**src/rtl/uart_rx_monitor_pkg.sv**
```systemverilog
// Shared types and helpers for the UART receive monitor.
package uart_mon_pkg;

  // Receiver FSM states; also driven out on the debug state port.
  typedef enum logic [1:0] {
    ST_IDLE,
    ST_START,
    ST_DATA,
    ST_STOP
  } uart_rx_st_t;

  // Core clocks per serial bit.
  function automatic int calc_div(input int clk_hz, input int baud);
    return clk_hz / baud;
  endfunction

endpackage

```
**src/rtl/uart_rx_monitor_if.sv**
```systemverilog
// Byte stream leaving the UART receive monitor.
//
// Handshake: the producer (master) holds DATA stable and VALID high until
// the consumer (slave) samples READY high on a rising clock edge; that
// edge is the transfer. VALID never depends on READY, READY may depend on
// VALID, and DATA is only meaningful while VALID is high.
interface uart_rx_monitor_if;
  logic [7:0] DATA;
  logic       VALID;
  logic       READY;

  modport master (output DATA, output VALID, input READY);
  modport slave  (input DATA, input VALID, output READY);
endinterface

```
**src/rtl/uart_rx_monitor_fifo.sv**
```systemverilog
// First-word-fall-through byte FIFO. A push into a full FIFO is only taken
// when a pop happens in the same cycle; otherwise the caller sees it dropped.
module uart_byte_fifo #(
  parameter int  WIDTH = 8,
  parameter int  DEPTH = 8,
  localparam int AW    = $clog2(DEPTH),
  localparam int CW    = AW + 1
) (
  input  logic             clk,
  input  logic             rst_n,
  input  logic             push,
  input  logic [WIDTH-1:0] wdata,
  input  logic             pop,
  output logic [WIDTH-1:0] rdata,
  output logic             full,
  output logic             empty,
  output logic [CW-1:0]    count
);

  logic [WIDTH-1:0] mem [DEPTH];
  logic [AW-1:0]    wr_ptr;
  logic [AW-1:0]    rd_ptr;
  logic             do_push;
  logic             do_pop;

  assign empty   = (count == '0);
  assign full    = (count == CW'(DEPTH));
  assign do_pop  = pop && !empty;
  assign do_push = push && (!full || do_pop);
  // Head is forced to zero while empty so the output is defined from reset.
  assign rdata   = empty ? '0 : mem[rd_ptr];

  // Storage array; contents are don't-care until written.
  always_ff @(posedge clk) begin
    if (do_push) mem[wr_ptr] <= wdata;
  end

  // Pointers wrap naturally; occupancy tracked in a one-bit-wider counter.
  always_ff @(posedge clk or negedge rst_n) begin
    if (!rst_n) begin
      wr_ptr <= '0;
      rd_ptr <= '0;
      count  <= '0;
    end else begin
      if (do_push) wr_ptr <= wr_ptr + AW'(1);
      if (do_pop)  rd_ptr <= rd_ptr + AW'(1);
      case ({do_push, do_pop})
        2'b10:   count <= count + CW'(1);
        2'b01:   count <= count - CW'(1);
        default: count <= count;
      endcase
    end
  end

endmodule

```
**src/rtl/uart_rx_monitor.sv**
```systemverilog
// 8N1 UART receiver: synchronizes RXD, samples each bit mid-period, and
// queues good bytes into a small FWFT FIFO presented as a valid/ready stream.
module uart_rx_monitor
  import uart_mon_pkg::*;
#(
  parameter int  CLK_HZ      = 100_000_000,
  parameter int  BAUD        = 115200,
  parameter int  FIFO_DEPTH  = 8,
  parameter int  SYNC_STAGES = 2,
  localparam int CW          = $clog2(FIFO_DEPTH) + 1
) (
  input  logic                CLK,
  input  logic                RES_N,
  input  logic                RXD,
  uart_rx_monitor_if.master   strm,
  output logic                FERR,
  output logic                OVF,
  input  logic                CLR_OVF,
  output logic                BUSY,
  output logic [CW-1:0]       COUNT,
  output uart_rx_st_t         dbg_state
);

  localparam int DIV = calc_div(CLK_HZ, BAUD);
  localparam int TW  = $clog2(DIV);

  logic [SYNC_STAGES-1:0] sync_q;
  logic [SYNC_STAGES-1:0] fill_q;
  logic                   rxs;
  logic                   armed_q;
  uart_rx_st_t            state_q, state_d;
  logic [TW-1:0]          tmr_q, tmr_d;
  logic [2:0]             bit_q, bit_d;
  logic [7:0]             shreg_q, shreg_d;
  logic                   tick;
  logic                   push;
  logic                   ferr_d;
  logic                   pop;
  logic                   fifo_full;
  logic                   fifo_empty;

  assign rxs       = sync_q[SYNC_STAGES-1];
  assign tick      = (tmr_q == '0);
  assign BUSY      = (state_q != ST_IDLE);
  assign dbg_state = state_q;

  // Line synchronizer; fill_q marks when rxs reflects the real line rather
  // than the reset preset.
  always_ff @(posedge CLK or negedge RES_N) begin
    if (!RES_N) begin
      sync_q <= '1;
      fill_q <= '0;
    end else begin
      sync_q <= {sync_q[SYNC_STAGES-2:0], RXD};
      fill_q <= {fill_q[SYNC_STAGES-2:0], 1'b1};
    end
  end

  // Armed = line genuinely seen high last cycle; a line stuck low after
  // reset or a framing error never produces a start edge.
  always_ff @(posedge CLK or negedge RES_N) begin
    if (!RES_N)      armed_q <= 1'b0;
    else if (ferr_d) armed_q <= 1'b0;
    else             armed_q <= fill_q[SYNC_STAGES-1] && rxs;
  end

  // FSM, bit timer, bit index and shift register state.
  always_ff @(posedge CLK or negedge RES_N) begin
    if (!RES_N) begin
      state_q <= ST_IDLE;
      tmr_q   <= '0;
      bit_q   <= '0;
      shreg_q <= '0;
    end else begin
      state_q <= state_d;
      tmr_q   <= tmr_d;
      bit_q   <= bit_d;
      shreg_q <= shreg_d;
    end
  end

  // Next-state: start detect at half a bit, then sample every full bit.
  always_comb begin
    state_d = state_q;
    tmr_d   = tick ? tmr_q : tmr_q - TW'(1);
    bit_d   = bit_q;
    shreg_d = shreg_q;
    push    = 1'b0;
    ferr_d  = 1'b0;
    case (state_q)
      ST_IDLE: begin
        if (armed_q && !rxs) begin
          tmr_d   = TW'(DIV / 2 - 1);
          state_d = ST_START;
        end
      end
      ST_START: begin
        if (tick) begin
          if (!rxs) begin
            tmr_d   = TW'(DIV - 1);
            bit_d   = '0;
            state_d = ST_DATA;
          end else begin
            state_d = ST_IDLE;
          end
        end
      end
      ST_DATA: begin
        if (tick) begin
          shreg_d = {rxs, shreg_q[7:1]};
          tmr_d   = TW'(DIV - 1);
          bit_d   = bit_q + 3'd1;
          if (bit_q == 3'd7) state_d = ST_STOP;
        end
      end
      ST_STOP: begin
        if (tick) begin
          if (rxs) push   = 1'b1;
          else     ferr_d = 1'b1;
          state_d = ST_IDLE;
        end
      end
      default: state_d = ST_IDLE;
    endcase
  end

  // Framing-error pulse and sticky overflow (a set beats a clear).
  always_ff @(posedge CLK or negedge RES_N) begin
    if (!RES_N) begin
      FERR <= 1'b0;
      OVF  <= 1'b0;
    end else begin
      FERR <= ferr_d;
      if (push && fifo_full && !pop) OVF <= 1'b1;
      else if (CLR_OVF)              OVF <= 1'b0;
    end
  end

  assign strm.VALID = !fifo_empty;
  assign pop        = strm.VALID && strm.READY;

  uart_byte_fifo #(
    .WIDTH (8),
    .DEPTH (FIFO_DEPTH)
  ) u_fifo (
    .clk   (CLK),
    .rst_n (RES_N),
    .push  (push),
    .wdata (shreg_q),
    .pop   (pop),
    .rdata (strm.DATA),
    .full  (fifo_full),
    .empty (fifo_empty),
    .count (COUNT)
  );

endmodule
```
**src/flat_wrapper.sv**
```systemverilog
// flat-port wrapper written by rule: the top's interface ports become plain ports
module uart_rx_monitor_flat import uart_mon_pkg::*;
#(
  parameter int  CLK_HZ      = 100_000_000,
  parameter int  BAUD        = 115200,
  parameter int  FIFO_DEPTH  = 8,
  parameter int  SYNC_STAGES = 2,
  localparam int CW          = $clog2(FIFO_DEPTH) + 1
)
  (CLK, RES_N, RXD, FERR, OVF, CLR_OVF, BUSY, COUNT, dbg_state, strm_DATA, strm_VALID, strm_READY);
  uart_rx_monitor_if strm_i ();
  input  logic CLK;
  input  logic RES_N;
  input  logic RXD;
  output logic FERR;
  output logic OVF;
  input  logic CLR_OVF;
  output logic BUSY;
  output logic [CW-1:0] COUNT;
  output uart_rx_st_t dbg_state;
  output wire logic [$bits(strm_i.DATA)-1:0] strm_DATA;
  output wire logic [$bits(strm_i.VALID)-1:0] strm_VALID;
  input wire logic [$bits(strm_i.READY)-1:0] strm_READY;
  assign strm_DATA = strm_i.DATA;
  assign strm_VALID = strm_i.VALID;
  assign strm_i.READY = strm_READY;
  uart_rx_monitor #(.CLK_HZ(CLK_HZ), .BAUD(BAUD), .FIFO_DEPTH(FIFO_DEPTH), .SYNC_STAGES(SYNC_STAGES)) u_core (.CLK(CLK), .RES_N(RES_N), .RXD(RXD), .strm(strm_i), .FERR(FERR), .OVF(OVF), .CLR_OVF(CLR_OVF), .BUSY(BUSY), .COUNT(COUNT), .dbg_state(dbg_state));
endmodule
```
**config.mk**
```make
export PLATFORM = sky130hd
export DESIGN_NAME = uart_rx_monitor_flat
export DESIGN_NICKNAME = d
export VERILOG_FILES = /design/src/rtl/uart_rx_monitor_pkg.sv /design/src/rtl/uart_rx_monitor_if.sv /design/src/rtl/uart_rx_monitor_fifo.sv /design/src/rtl/uart_rx_monitor.sv /design/src/flat_wrapper.sv
export SDC_FILE = /design/constraint.sdc
export NUM_CORES = 1
export LEC_CHECK = 0
export CAP_MARGIN = 20
export CORE_MARGIN = 2
export CORE_UTILIZATION = 47
export DETAILED_ROUTE_END_ITERATION = 8
export PLACE_DENSITY = 0.63
export SLEW_MARGIN = 0
export SYNTH_ARGS = -nofsm -noshare
export SYNTH_HDL_FRONTEND = slang
export SYNTH_HIERARCHICAL = 1
export SYNTH_SLANG_ARGS = --single-unit
```
**constraint.sdc**
```tcl
create_clock -name CLK -period 3.4 [get_ports CLK]
set_clock_uncertainty 0.1 [all_clocks]
set_input_delay 0.85 -clock CLK [delete_from_list [all_inputs] [get_ports CLK]]
set_output_delay 0.85 -clock CLK [all_outputs]
set_load 0.03 [all_outputs]
```
==> results of run 1 <==
routing by layer:
layer / part of all wire, % / routed length [um] / global-route usage, % / vias up
li1: - / - / - / 1275
met1: 51 / 4400 / 26.3 / 1357
met2: 44 / 3850 / 24.6 / 34
met3: 3.5 / 300 / 3.70 / 10
met4: 1.6 / 135 / 6.95 / 0
met5: 0 / 0 / 0 / -
timing repair:
| action | CTS | global route |
|---|---|---|
| gates resized for setup | 2 | 3 |
| cloned | 0 | 1 |
| endpoints found under the setup margin | 6 | 4 |
report_power, final:
group / internal, mW / total [mW] / switching (mW)
Combinational: 0.646 / 1.32 / 0.678
Sequential: 1.44 / 1.68 / 0.235
Clock: 0.445 / 0.889 / 0.445
Total: 2.53 / 3.89 / 1.36
metrics by stage:
step	setup WS (ps)	std cells
after floorplan	248	320
after global placement	288	477
after detailed placement	173	477
after CTS	21.2	493
after global routing	12.8	494
final	106	494
kinds of logic after synthesis:
logic type      count (synthesis)  share of synthesized area, %
flops                         104                          62.0
simple gates                   92                          10.1
compound gates                 40                          6.28
mux                            39                          14.3
buf+inv                        26                          2.97
fa+ha+maj                      10                          2.81
xor+xnor                        8                          1.48
other cells                     1                        0.0794
state kept, by name, summed over array words and instances, names as in the netlist, 2 cells and up, named ones only:
name / cells
u_core/bit_q: 3
u_core/fill_q: 2
u_core/shreg_q: 8
u_core/sync_q: 2
u_core/tmr_q: 10
u_core/u_fifo/count: 4
u_core/u_fifo/mem: 64
u_core/u_fifo/rd_ptr: 3
u_core/u_fifo/wr_ptr: 3
path summary, 6_finish.rpt:
kind,slack (ps),to,from,cells past startpoint
worst max-delay path,110,strm_DATA[2],u_core/u_fifo/rd_ptr[0],5
worst min-delay path,260,u_core/fill_q[1],u_core/fill_q[0],0
worst max register to register,290,u_core/u_fifo/count[3],u_core/u_fifo/count[2],11
worst min register to register,260,u_core/fill_q[1],u_core/fill_q[0],0
max in group asynchronous,2080,u_core/u_fifo/rd_ptr[1],RES_N,1
min in group asynchronous,500,u_core/fill_q[1],RES_N,1
cells in the final DEF (no fill, tap or decap), drive strengths merged, types with 11 or more instances in the layout:
cell | Yosys | routed
dfrtp | 38 | 38
mux2 | 11 | 11
nand2 | 20 | 20
clkdlybuf4s50 | 0 | 17
inv | 12 | 13
mux2i | 11 | 11
nor2 | 32 | 32
edfxtp | 64 | 64
buf | 8 | 17
mux4 | 17 | 17
final cells by class:
type	instances	area (sq um)	area share, %
inverter	12	45.0	0.833
tap	133	166	3.08
clock buffer	10	138	2.55
clock inverter	6	101	1.87
multi-input combinational	191	1680	31.0
timing repair buffer	38	354	6.55
sequential	104	2930	54.1
==> metrics, run 1 <==
Setup TNS=0 ps; Pwr Density=719 nW/um^2; main flop type after synthesis=edfxtp_1; Hold Crit Class=reg2reg; slowest cell on the critical path=clkdlybuf4s50_1; H-tree levels=3; pin count of the biggest net entering global routing=between 40 and 50; die area=between 10000 and 15000 sq um; post-DP HPWL=5380 um; VDD IR-drop max=about 0.4 mV; worst path buffer plus inverter count=2; DRC=0; Total GRT Usage=~17%; Leakage=between 2 and 2.5 nW; clock-pin slew on the worst setup and hold paths=100 ps; Clock Latency Late Sink=370 ps; drt first-iter violations=approximately 130; input/output buffers=22; CTS sink cnt=104; family with the most delay on the worst path=buffers and inverters; Die H=~100 um; global-route wire length before repair=approximately 14000 um; yosys warns=6; Fill cells=808; Final period util=a little over nine tenths; Power, Total=between 3 and 4 mW; DR pass1 iterations=4; I/O pins=23; Hold Buf Count CTS=0; DRT antenna net count=0; RSZ-0062 raised after global routing=no; Longest Clk Path Bufs=2; final setup vio count=0; Post-Syn Area per Cell=between 10 and 15 sq um; DP Area=5150 sq um; area growth from synthesis to layout=14.5%; routability cong.=around 0.81; critical path fanouts, max=18; diode count=0; CORE AREA=between 9000 and 10000 sq um; post-synth top area share=40.7%; crit path cell chain=buf_12, mux4_1, mux2i_1, nor2_1, clkdlybuf4s50_1; Via density=between 5 and 6; crit path kind=reg2out; CP endpoint kind=output pin; ys async rst share=between 30% and 40%; CTS buffer count=9; crit path DAT=~2300 ps; initial antenna violation count=0; chip width=between 100 and 150 um; Final Max Tran Viols=0; final instance area=roughly 5400 sq um; Initial Utilization=about half; most frequent cells after synthesis=edfxtp_1, dfrtp_1, nor2_1, nand2_1; Cell variety after synth=58; routed length per instance=about 18 um; max incr delay on CP=~600 ps; crit path launch type=flop; Cell Area, Synth=4720 sq um; Slew headroom=between 30 and 40%; post-synthesis cell count=320; CTS root buf=clkbuf_8; Final Hold Fails=0; Fmax=between 300 and 400 MHz; final hold slack=between 200 and 300 ps; final design utilization=a little under three fifths; minimum clock period=approximately 3300 ps; routed via count=between 2000 and 3000; vias in the first global route=2641; setup repair bufs after CTS=0; CTS tree=done; Post-Syn Nets=335; count of state elements after synthesis=roughly 100; cell type with the highest aggregate area in the netlist=edfxtp_1; Post-synth EDFFs=between 60 and 70; Layout Nets=~370; share of cells above drive strength 1=20.5%; Site Rows=36; required time worst endpoint=~2500 ps; Worst Tran Pin Value=a little over 900 ps; outcome=complete, no violations; Area contributors post-synth=edfxtp_1, dfrtp_1, mux4_2, mux4_1, mux2_4; Max-cap violations=0; post-synthesis sequential area ratio=a little over 60%; routed wire length=between 8000 and 9000 um; overflow left after global routing=0; top-count cell post-synth=edfxtp_1
Note: power is estimated with default switching activity, not from simulation.
==> run 2, diff against run 1 <==
- clock period: 3.4 -> 3.51 ns (I/O delays scaled with it)
==> metrics, run 2 (same netlist as run 1, synthesis figures left out) <==
global-route wire length before repair=14000 um (-2.3%); Final Max Tran Viols=0 (unchanged); hold path start=u_core/fill_q[0]; final setup vio count=0 (unchanged); routed via count=2684 (+0.30%); drt first-iter violations=162 (+22%); worst path buffer plus inverter count=2 (unchanged); routed length per instance=17.4 um (-0.87%); Initial Utilization=48.3% (unchanged); crit path cell chain=buf_12, mux4_1, mux2i_1, nor2_1, clkdlybuf4s50_1; share of cells above drive strength 1=19.8% (-0.72 points); max incr delay on CP=600 ps (about the same); met1 usage=25.5% (-0.80 points); CTS buffer count=9 (unchanged); Final Hold Fails=0 (unchanged); Reg2Reg Depth=13 (+2); Leakage=2.00 nW (-3.6%); input/output buffers=22 (unchanged); DRC=0 (unchanged); routability cong.=0.797 (-2.0%); Worst Hold Path Cells=0 (unchanged); reg2reg start=u_core/tmr_q[0]; Pwr Density=674 nW/um^2 (-6.3%); critical path fanouts, max=18 (unchanged); busiest layer in global routing=met1; Max-cap violations=0 (unchanged); slowest cell on the critical path=mux4_1; Top reg by flops=u_core/u_fifo/mem; DRT antenna net count=0 (unchanged); Inst Count DP=476 (-0.21%); clock-pin slew on the worst setup and hold paths=100 ps (about the same); setup repair bufs after CTS=0 (unchanged); minimum clock period=3400 ps; routing usage on met2=24.9% (+0.33 points); crit path kind=reg2out; most frequent cells in the layout=edfxtp_1, dfrtp_1, nor2_1; overflow left after global routing=0 (unchanged); pin count of the biggest net entering global routing=41 (unchanged); I/O pins=23 (unchanged); VDD IR-drop max=0.316 mV (-19%); final std cells w/o fill=492 (-0.40%); diode count=0 (unchanged); H-tree levels=3 (unchanged); max FFs per register=64 (unchanged); commonest non-fill, non-tap cell in the layout=edfxtp_1; Worst Tran Pin Value=949 ps (+36.4 ps); post-DP HPWL=5410 um (+0.62%); CORE AREA=9770 sq um (unchanged); CTS sink cnt=104 (unchanged); Longest Clk Path Bufs=2 (unchanged); DR pass1 iterations=5 (+1); chip width=104 um (unchanged); final hold slack=262 ps (-0.504 ps); routed wire length=8570 um (-1.3%); Layout Nets=369 (-0.54%); grt met3 use=2.51% (-1.2 points); Clock Latency Late Sink=360 ps (about the same); CTS tree=done; final instance area=5320 sq um (-1.6%); RSZ-0062 raised after global routing=no; reg2reg setup slack=350 ps (+60 ps); Fmax=294 MHz; Slew headroom=36.8% (-2.4 points); family with the most delay on the worst path=multiplexers; Via density=5.46 (+0.71%); required time worst endpoint=2530 ps (+80 ps); biggest regs=u_core/u_fifo/mem x64, u_core/tmr_q x10, u_core/shreg_q x8; crit path DAT=2420 ps (+80 ps); Total GRT Usage=16.8% (-0.54 points); die area=10900 sq um (unchanged); Setup TNS=0 ps (unchanged); crit path launch type=flop; FF-to-FF End=u_core/u_fifo/count[3]; CP endpoint kind=output pin; DP Area=5140 sq um (-0.15%); CTS root buf=clkbuf_8; sink of the worst hold path=u_core/fill_q[1]; initial antenna violation count=0 (unchanged); outcome=complete, no violations; vias in the first global route=2559 (-3.1%); area growth from synthesis to layout=12.7%; Hold Crit Class=reg2reg; Die H=104 um (unchanged); Final period util=a little over nine tenths; Site Rows=36 (unchanged)
run 2: timing repair:
item                                    in CTS  in global routing
gates resized for setup                      0                  1
endpoints found under the setup margin       0                  5
hold buffers                                 0                  0
run 2: area by class of cell:
type	count	area, sq um
inverters	12	45.0
repair buffers	37	340
multi-input cells	190	1660
flip-flops and latches	104	2930
fillers	818	4450
clock buffers	10	128
clock inverters	6	52.6
well taps	133	166
run 2: power breakdown:
group / internal, mW / leakage [nW] / switching (mW) / total (mW)
Combinational: 0.624 / 0.832 / 0.638 / 1.26
Clock: 0.270 / 0.0903 / 0.429 / 0.699
Sequential: 1.40 / 1.08 / 0.229 / 1.63
run 2: metal layers:
layer,routed length [um],part of all wire (%),vias up
li1,-,-,1274
met1,3990,47,1344
met2,4090,48,59
met3,401,4.7,7
met4,81,0.95,0
met5,0,0,-
run 2: metrics by stage:
stage	setup WS (ps)	power (mW)	util (%)
6_report	110	3.59	54.4
5_1_grt	15.3	3.80	54.4
4_1_cts	50.9	3.63	54.4
3_5_place_dp	277	2.92	52.6
3_3_place_gp	366	2.90	52.6
2_1_floorplan	358	2.54	-
run 2: worst max path at each step:
stage / slack, ps / startpoint / endpoint / cells past startpoint
CTS: 50 / u_core/u_fifo/rd_ptr[1] / strm_DATA[6] / 5
floorplan: 360 / u_core/tmr_q[0] / u_core/u_fifo/count[3] / 13
finish: 110 / u_core/u_fifo/rd_ptr[0] / strm_DATA[4] / 5
detailed placement: 280 / strm_READY / u_core/u_fifo/count[3] / 10
global placement: 370 / strm_READY / u_core/u_fifo/count[3] / 10
global route: 20 / u_core/u_fifo/rd_ptr[0] / strm_DATA[4] / 5
